<file path="src/rtl/alarm_multi_ctrl.sv">
// Multi-channel hh:mm alarm sequencer: per-channel compare on minute edges, pending queue
// serviced lowest index first, ring/snooze timing on sec_tick, sticky missed flags.
module alarm_multi_ctrl #(
  parameter int N_ALARMS   = 4,
  parameter int SNOOZE_SEC = 300,
  parameter int RING_SEC   = 60,
  parameter int MAX_SNOOZE = 3,
  localparam int IDXW = (N_ALARMS > 1) ? $clog2(N_ALARMS) : 1
) (
  input  logic                clk,
  input  logic                rstn,
  input  logic                sec_tick,
  input  logic                master_en,
  input  logic [15:0]         time_now,
  input  logic                wr_en,
  input  logic [IDXW-1:0]     wr_idx,
  input  logic [15:0]         wr_time,
  input  logic                wr_arm,
  input  logic                snooze_btn,
  input  logic                stop_btn,
  output logic                aud_en,
  output logic [1:0]          state_o,
  output logic [IDXW-1:0]     active_idx,
  output logic [N_ALARMS-1:0] pending_o,
  output logic [N_ALARMS-1:0] missed_o
);

  localparam int RTW = $clog2(RING_SEC + 1);
  localparam int STW = $clog2(SNOOZE_SEC + 1);
  localparam int SCW = (MAX_SNOOZE > 0) ? $clog2(MAX_SNOOZE + 1) : 1;

  typedef enum logic [1:0] {
    IDLE    = 2'd0,
    RINGING = 2'd1,
    SNOOZED = 2'd2
  } state_t;

  state_t              state_reg, state_next;
  logic [15:0]         alarm_time_reg [N_ALARMS];
  logic [N_ALARMS-1:0] armed_reg;
  logic [15:0]         time_q_reg;
  logic [N_ALARMS-1:0] pending_reg, pending_next;
  logic [N_ALARMS-1:0] missed_reg, missed_next;
  logic [IDXW-1:0]     active_idx_reg, active_idx_next;
  logic [SCW-1:0]      snooze_cnt_reg, snooze_cnt_next;
  logic [RTW-1:0]      ring_timer_reg, ring_timer_next;
  logic [STW-1:0]      snooze_timer_reg, snooze_timer_next;

  logic                minute_edge;
  logic                wr_valid;
  logic                act_disarm;
  logic                ring_done;
  logic                snooze_done;
  logic [N_ALARMS-1:0] trig;
  logic [N_ALARMS-1:0] wr_hit;
  logic [N_ALARMS-1:0] take_mask;
  logic [N_ALARMS-1:0] missed_set;
  logic [IDXW-1:0]     low_idx;

  assign minute_edge = (time_now != time_q_reg);
  assign wr_valid    = wr_en && (int'(wr_idx) < N_ALARMS);
  assign act_disarm  = wr_valid && !wr_arm && (wr_idx == active_idx_reg);
  assign ring_done   = sec_tick && (ring_timer_reg >= RTW'(RING_SEC - 1));
  assign snooze_done = sec_tick && (snooze_timer_reg >= STW'(SNOOZE_SEC - 1));

  genvar gi;
  generate
    for (gi = 0; gi < N_ALARMS; gi++) begin : g_ch
      assign wr_hit[gi] = wr_valid && (wr_idx == IDXW'(gi));
      // Compare against the registered alarm so a same-cycle write never fires this minute.
      assign trig[gi]   = minute_edge && master_en && armed_reg[gi] &&
                          (alarm_time_reg[gi] == time_now);

      always_ff @(posedge clk or negedge rstn) begin
        if (!rstn) begin
          alarm_time_reg[gi] <= '0;
          armed_reg[gi]      <= 1'b0;
        end else if (wr_hit[gi]) begin
          alarm_time_reg[gi] <= wr_time;
          armed_reg[gi]      <= wr_arm;
        end
      end
    end
  endgenerate

  always_comb begin
    low_idx = '0;
    for (int i = N_ALARMS - 1; i >= 0; i--) begin
      if (pending_reg[i]) low_idx = IDXW'(i);
    end
  end

  always_comb begin
    state_next        = state_reg;
    active_idx_next   = active_idx_reg;
    snooze_cnt_next   = snooze_cnt_reg;
    ring_timer_next   = ring_timer_reg;
    snooze_timer_next = snooze_timer_reg;
    take_mask         = '0;
    missed_set        = '0;

    if (!master_en) begin
      state_next = IDLE;
    end else begin
      case (state_reg)
        IDLE: begin
          if (pending_reg != '0) begin
            state_next         = RINGING;
            active_idx_next    = low_idx;
            snooze_cnt_next    = '0;
            ring_timer_next    = '0;
            take_mask[low_idx] = 1'b1;
          end
        end
        RINGING: begin
          if (sec_tick && ring_timer_reg != RTW'(RING_SEC))
            ring_timer_next = ring_timer_reg + RTW'(1);
          if (act_disarm || stop_btn) begin
            state_next = IDLE;
          end else if (ring_done) begin
            state_next                 = IDLE;
            missed_set[active_idx_reg] = 1'b1;
          end else if (snooze_btn) begin
            if (snooze_cnt_reg < SCW'(MAX_SNOOZE)) begin
              state_next        = SNOOZED;
              snooze_cnt_next   = snooze_cnt_reg + SCW'(1);
              snooze_timer_next = '0;
            end else begin
              state_next = IDLE;
            end
          end
        end
        SNOOZED: begin
          if (sec_tick && snooze_timer_reg != STW'(SNOOZE_SEC))
            snooze_timer_next = snooze_timer_reg + STW'(1);
          if (act_disarm || stop_btn) begin
            state_next = IDLE;
          end else if (snooze_done) begin
            state_next      = RINGING;
            ring_timer_next = '0;
          end
        end
        default: state_next = IDLE;
      endcase
    end

    // A write to a channel wipes its queue entry and missed flag, even against a same-cycle event.
    pending_next = master_en ? ((pending_reg | trig) & ~take_mask & ~wr_hit) : '0;
    missed_next  = (missed_reg | missed_set) & ~wr_hit;
  end

  always_ff @(posedge clk or negedge rstn) begin
    if (!rstn) begin
      state_reg        <= IDLE;
      time_q_reg       <= '0;
      pending_reg      <= '0;
      missed_reg       <= '0;
      active_idx_reg   <= '0;
      snooze_cnt_reg   <= '0;
      ring_timer_reg   <= '0;
      snooze_timer_reg <= '0;
    end else begin
      state_reg        <= state_next;
      time_q_reg       <= time_now;
      pending_reg      <= pending_next;
      missed_reg       <= missed_next;
      active_idx_reg   <= active_idx_next;
      snooze_cnt_reg   <= snooze_cnt_next;
      ring_timer_reg   <= ring_timer_next;
      snooze_timer_reg <= snooze_timer_next;
    end
  end

  assign aud_en     = (state_reg == RINGING);
  assign state_o    = state_reg;
  assign active_idx = active_idx_reg;
  assign pending_o  = pending_reg;
  assign missed_o   = missed_reg;

endmodule

</file>
<file path="config.mk">
export PLATFORM = sky130hd
export DESIGN_NAME = alarm_multi_ctrl
export DESIGN_NICKNAME = d
export VERILOG_FILES = /design/src/rtl/alarm_multi_ctrl.sv
export SDC_FILE = /design/constraint.sdc
export NUM_CORES = 1
export LEC_CHECK = 0
export BUFFER_PORTS_ARGS = -buffer_cell sky130_fd_sc_hd__buf_2
export CAP_MARGIN = 10
export CORE_MARGIN = 3
export CORE_UTILIZATION = 53
export DETAILED_ROUTE_END_ITERATION = 10
export PLACE_DENSITY = 0.83
export SLEW_MARGIN = 30
export SYNTH_ARGS = -nofsm -noshare
export SYNTH_HDL_FRONTEND = slang
export SYNTH_SLANG_ARGS = --single-unit
export TNS_END_PERCENT = 5
</file>
<file path="constraint.sdc">
create_clock -name clk -period 1.5 [get_ports clk]
set_input_delay 0.15 -clock clk [delete_from_list [all_inputs] [get_ports clk]]
set_output_delay 0.15 -clock clk [all_outputs]
set_load 0.005 [all_outputs]
</file>
==> results_tabular.tex <==
\begin{tabular}{lr}
\hline
Metric & Value \\
\hline
\multicolumn{2}{l}{\textbf{Outcome}} \\
\quad Result of the run & complete, but fails checks \\
\quad Violations in the final reports & setup timing \\
\multicolumn{2}{l}{\textbf{Detailed routing}} \\
\quad Detail Route met3 WL & 954 um \\
\quad Vias per cell & 5.79 \\
\quad Total routed wirelength & approximately 15000 um \\
\quad DRC violation count after routing & 0 \\
\quad Routed wire length per instance & 19.3 um \\
\quad First-pass iteration count of the detailed router & 5 \\
\quad Met2 layer wire length in the routed design & 7730 um \\
\quad Detailed router's first-iteration violation count & 304 \\
\quad Detailed-route via count & 4389 \\
\quad Remaining antenna violation count after routing & 0 \\
\quad Uppermost layer routed & met4 \\
\quad WL met1 & 5540 um \\
\multicolumn{2}{l}{\textbf{Placed design}} \\
\quad \# placed instances & 687 \\
\quad Pre-CTS WS & -0.225 ns \\
\quad Detailed placer's ending HPWL & 9410 um \\
\quad Global placement routability congestion & 0.888 \\
\quad Input/output buffers & 54 \\
\multicolumn{2}{l}{\textbf{Layout}} \\
\quad Post-route non-filler standard cell count & approximately 760 \\
\quad Antenna Cells & 0 \\
\quad Synthesis-to-layout area growth & 34.6\% \\
\quad Final design utilization & 0.748 \\
\quad Largest register FFs & 64 \\
\quad NumNets Final & 659 \\
\quad Proportion of layout cells with a drive suffix above 1 & 0.406 \\
\quad Count of fill cells added during filler insertion & 605 \\
\multicolumn{2}{l}{\textbf{Yosys}} \\
\quad Number of register bits inferred by synthesis & approximately 110 \\
\quad Share of the synthesized area in the top cell type & 0.511 \\
\quad Most used standard cells in the synthesized netlist & sky130\_fd\_sc\_hd\_\_dfrtp\_1, sky130\_fd\_sc\_hd\_\_mux2\_2, sky130\_fd\_sc\_hd\_\_xor2\_1 \\
\quad Synth top area cells & sky130\_fd\_sc\_hd\_\_dfrtp\_1, sky130\_fd\_sc\_hd\_\_mux2\_2, sky130\_fd\_sc\_hd\_\_xor2\_1 \\
\quad Share of flip-flops with an asynchronous set or reset & 1.00 \\
\quad Synth Flop Type & sky130\_fd\_sc\_hd\_\_dfrtp\_1 \\
\quad Mapped Cells & 470 \\
\quad Post-Synthesis Cell Area & 0.00554 sq mm \\
\quad Sequential share of the synthesized area & 0.511 \\
\quad Most used standard cell by instance count after synthesis & sky130\_fd\_sc\_hd\_\_dfrtp\_1 \\
\quad Post-Synthesis Mean Instance Area & 11.8 sq um \\
\quad Cell type contributing the most total cell area after synthesis & sky130\_fd\_sc\_hd\_\_dfrtp\_1 \\
\quad Number of distinct library cell variants in the gate-level netlist after synthesis & 50 \\
\quad Net count after synthesis & about 520 \\
\quad Number of flops mapped to enable cells by yosys & 0 \\
\quad Synthesis warning total & 0 \\
\multicolumn{2}{l}{\textbf{Critical path}} \\
\quad Required arrival time at the worst endpoint & 1.90 ns \\
\quad Worst Setup End Kind & flop \\
\quad Kind of start point of the critical path & flop \\
\quad Maximum fanout along the worst path & 6 \\
\quad Standard cell with the maximum stage delay on the critical path & sky130\_fd\_sc\_hd\_\_dfrtp\_1 \\
\quad Setup slack of the most critical reg-to-reg path & -0.25 ns \\
\quad Class of the most critical setup path & flop to flop \\
\quad Maximum cell stage delay along the critical path & 0.40 ns \\
\quad Critical path arrival & around 2.2 ns \\
\quad Crit path cell chain & inv\_2, ha\_1, and4b\_1, a41oi\_4, nand4\_1, xor2\_1, nor2\_1 \\
\multicolumn{2}{l}{\textbf{Clock network}} \\
\quad Number of buffers between clock root and the deepest sink & 2 \\
\quad Later-pin clock latency in the skew report & 0.52 ns \\
\quad Clk slew on worst S/H paths & 0.06 ns \\
\quad Cts bufs inserted & 17 \\
\quad TritonCTS sink count & 113 \\
\quad H-tree levels & 4 \\
\quad Root Driver & sky130\_fd\_sc\_hd\_\_clkbuf\_8 \\
\quad Clock tree from TritonCTS & yes \\
\multicolumn{2}{l}{\textbf{Power and ir drop}} \\
\quad Peak ir drop on the vdd network & 1.03 mV \\
\quad Static leakage & 0.00329 uW \\
\quad Total power after layout & 8930 uW \\
\quad Power density of the placed cells & roughly 1200 mW/mm\^{}2 \\
\multicolumn{2}{l}{\textbf{Global route}} \\
\quad Initial antenna violation count & 0 \\
\quad GR Util All Layers & 0.263 \\
\quad Number of global-route vias before repair & between 4000 and 5000 \\
\quad Maximum number of pins on one net before global-route repair & 47 \\
\quad Total global routing overflow & 0 \\
\quad Global-route wire length before repair & 23200 um \\
\multicolumn{2}{l}{\textbf{Die}} \\
\quad Number of I/O pins & 55 \\
\quad DIE AREA & 0.0117 sq mm \\
\quad Chip width & 108 um \\
\quad Row count & 36 \\
\quad Core outline area & 0.00995 sq mm \\
\quad Initial Util & 0.556 \\
\quad Die outline height & $\sim$110 um \\
\multicolumn{2}{l}{\textbf{Timing}} \\
\quad Final cycle utilization of the critical path & 1.17 \\
\quad Endpoints failing hold & 0 \\
\quad F\_max & around 570 MHz \\
\quad Setup-violating endpoint count in the final report & 26 \\
\quad Number of max-slew violations in the final report & 0 \\
\quad Clock skew & 0.0118 ns \\
\quad Shortest clock period the worst path allows after layout & 1.75 ns \\
\quad Post-layout worst setup margin & -0.254 ns \\
\quad Max-Slew Margin vs Limit & 0.714 \\
\quad Worst Hold Margin & 0.0309 ns \\
\quad Worst slew pin tran & 0.425 ns \\
\quad Unrepaired setup endpoints after global routing & yes \\
\multicolumn{2}{l}{\textbf{Job}} \\
\quad Max capacitance violation total & 0 \\
\multicolumn{2}{l}{\textbf{Hold path}} \\
\quad Kind of path behind the tightest hold check & input pin to flop \\
\hline
\end{tabular}
-- worst paths after layout --
path                                      from  depth (start not counted)                  end
setup / recovery           snooze_timer_reg[0]                          7  snooze_timer_reg[7]
hold / removal                       master_en                          2           state_o[1]
setup reg to reg           snooze_timer_reg[0]                          7  snooze_timer_reg[7]
hold reg to reg                    missed_o[3]                          2          missed_o[3]
max in group asynchronous                 rstn                          3    alarm_time_reg[6]
min in group asynchronous                 rstn                          2    ring_timer_reg[3]
-- per-layer routing --
| metal | vias to the layer above | GRT usage |
|---|---|---|
| li1 | 1960 | - |
| met1 | 2208 | 0.307 |
| met2 | 181 | 0.449 |
| met3 | 40 | 0.0746 |
| met4 | 0 | 0.118 |
| met5 | - | 0 |
-- power breakdown --
part	switching, uW	internal [uW]	total, uW
clock	1420	2240	3650
combinational	714	801	1520
sequential	299	3460	3760
-- kinds of logic after synthesis --
group | after synthesis | synth area share
AO/OA/AOI/OAI | 54 | 0.0669
XOR/XNOR | 84 | 0.133
adder cells (fa/ha/maj) | 5 | 0.0113
buffers and inverters | 46 | 0.0337
flip-flops | 113 | 0.511
multiplexers | 71 | 0.144
AND/OR/NAND/NOR | 97 | 0.100
-- what timing repair did --
item,in CTS,in global routing
endpoints found under the setup margin,25,27
hold endpoints to repair,198,0
setup buffers,3,0
pin swaps,12,6
hold buffers,35,0
resized for setup,22,18
cloned,0,1
-- cells in the final DEF, fill, tap and decap left out, types with 15 or more instances in the layout --
| master | count |
|---|---|
| sky130_fd_sc_hd__buf_4 | 62 |
| sky130_fd_sc_hd__xor2_1 | 57 |
| sky130_fd_sc_hd__mux2_2 | 70 |
| sky130_fd_sc_hd__nand4_1 | 17 |
| sky130_fd_sc_hd__dlygate4sd3_1 | 35 |
| sky130_fd_sc_hd__xnor2_1 | 22 |
| sky130_fd_sc_hd__clkbuf_16 | 16 |
| sky130_fd_sc_hd__dfrtp_1 | 111 |
| sky130_fd_sc_hd__nor2_1 | 15 |
| sky130_fd_sc_hd__inv_1 | 15 |
| sky130_fd_sc_hd__buf_2 | 53 |
-- area by class of cell --
type | instances | area (sq um) | area share
repair buffers | 152 | 1120 | 0.151
flip-flops and latches | 113 | 2830 | 0.380
clock buffers | 20 | 435 | 0.0585
clock inverters | 12 | 111 | 0.0150
multi-input cells | 312 | 2720 | 0.366
inverters | 16 | 60.1 | 0.00806
well taps | 133 | 166 | 0.0223
-- through the flow --
step	TNS (ns)	cell area, sq um
after floorplan	-0.773	5540
after global placement	-1.40	6340
after detailed placement	-2.53	6340
after CTS	-2.28	7350
after global routing	-5.15	7450
final	-3.20	7450
-- critical path: cells and delay by family (launching register included) --
kind	cells	cell delay [ns]
buf+inv	1	0.06
fa+ha+maj	1	0.21
simple gates	3	0.50
xor+xnor	1	0.22
compound gates	1	0.26
flops	1	0.40
No activity file was read; power rests on OpenSTA's default activity.
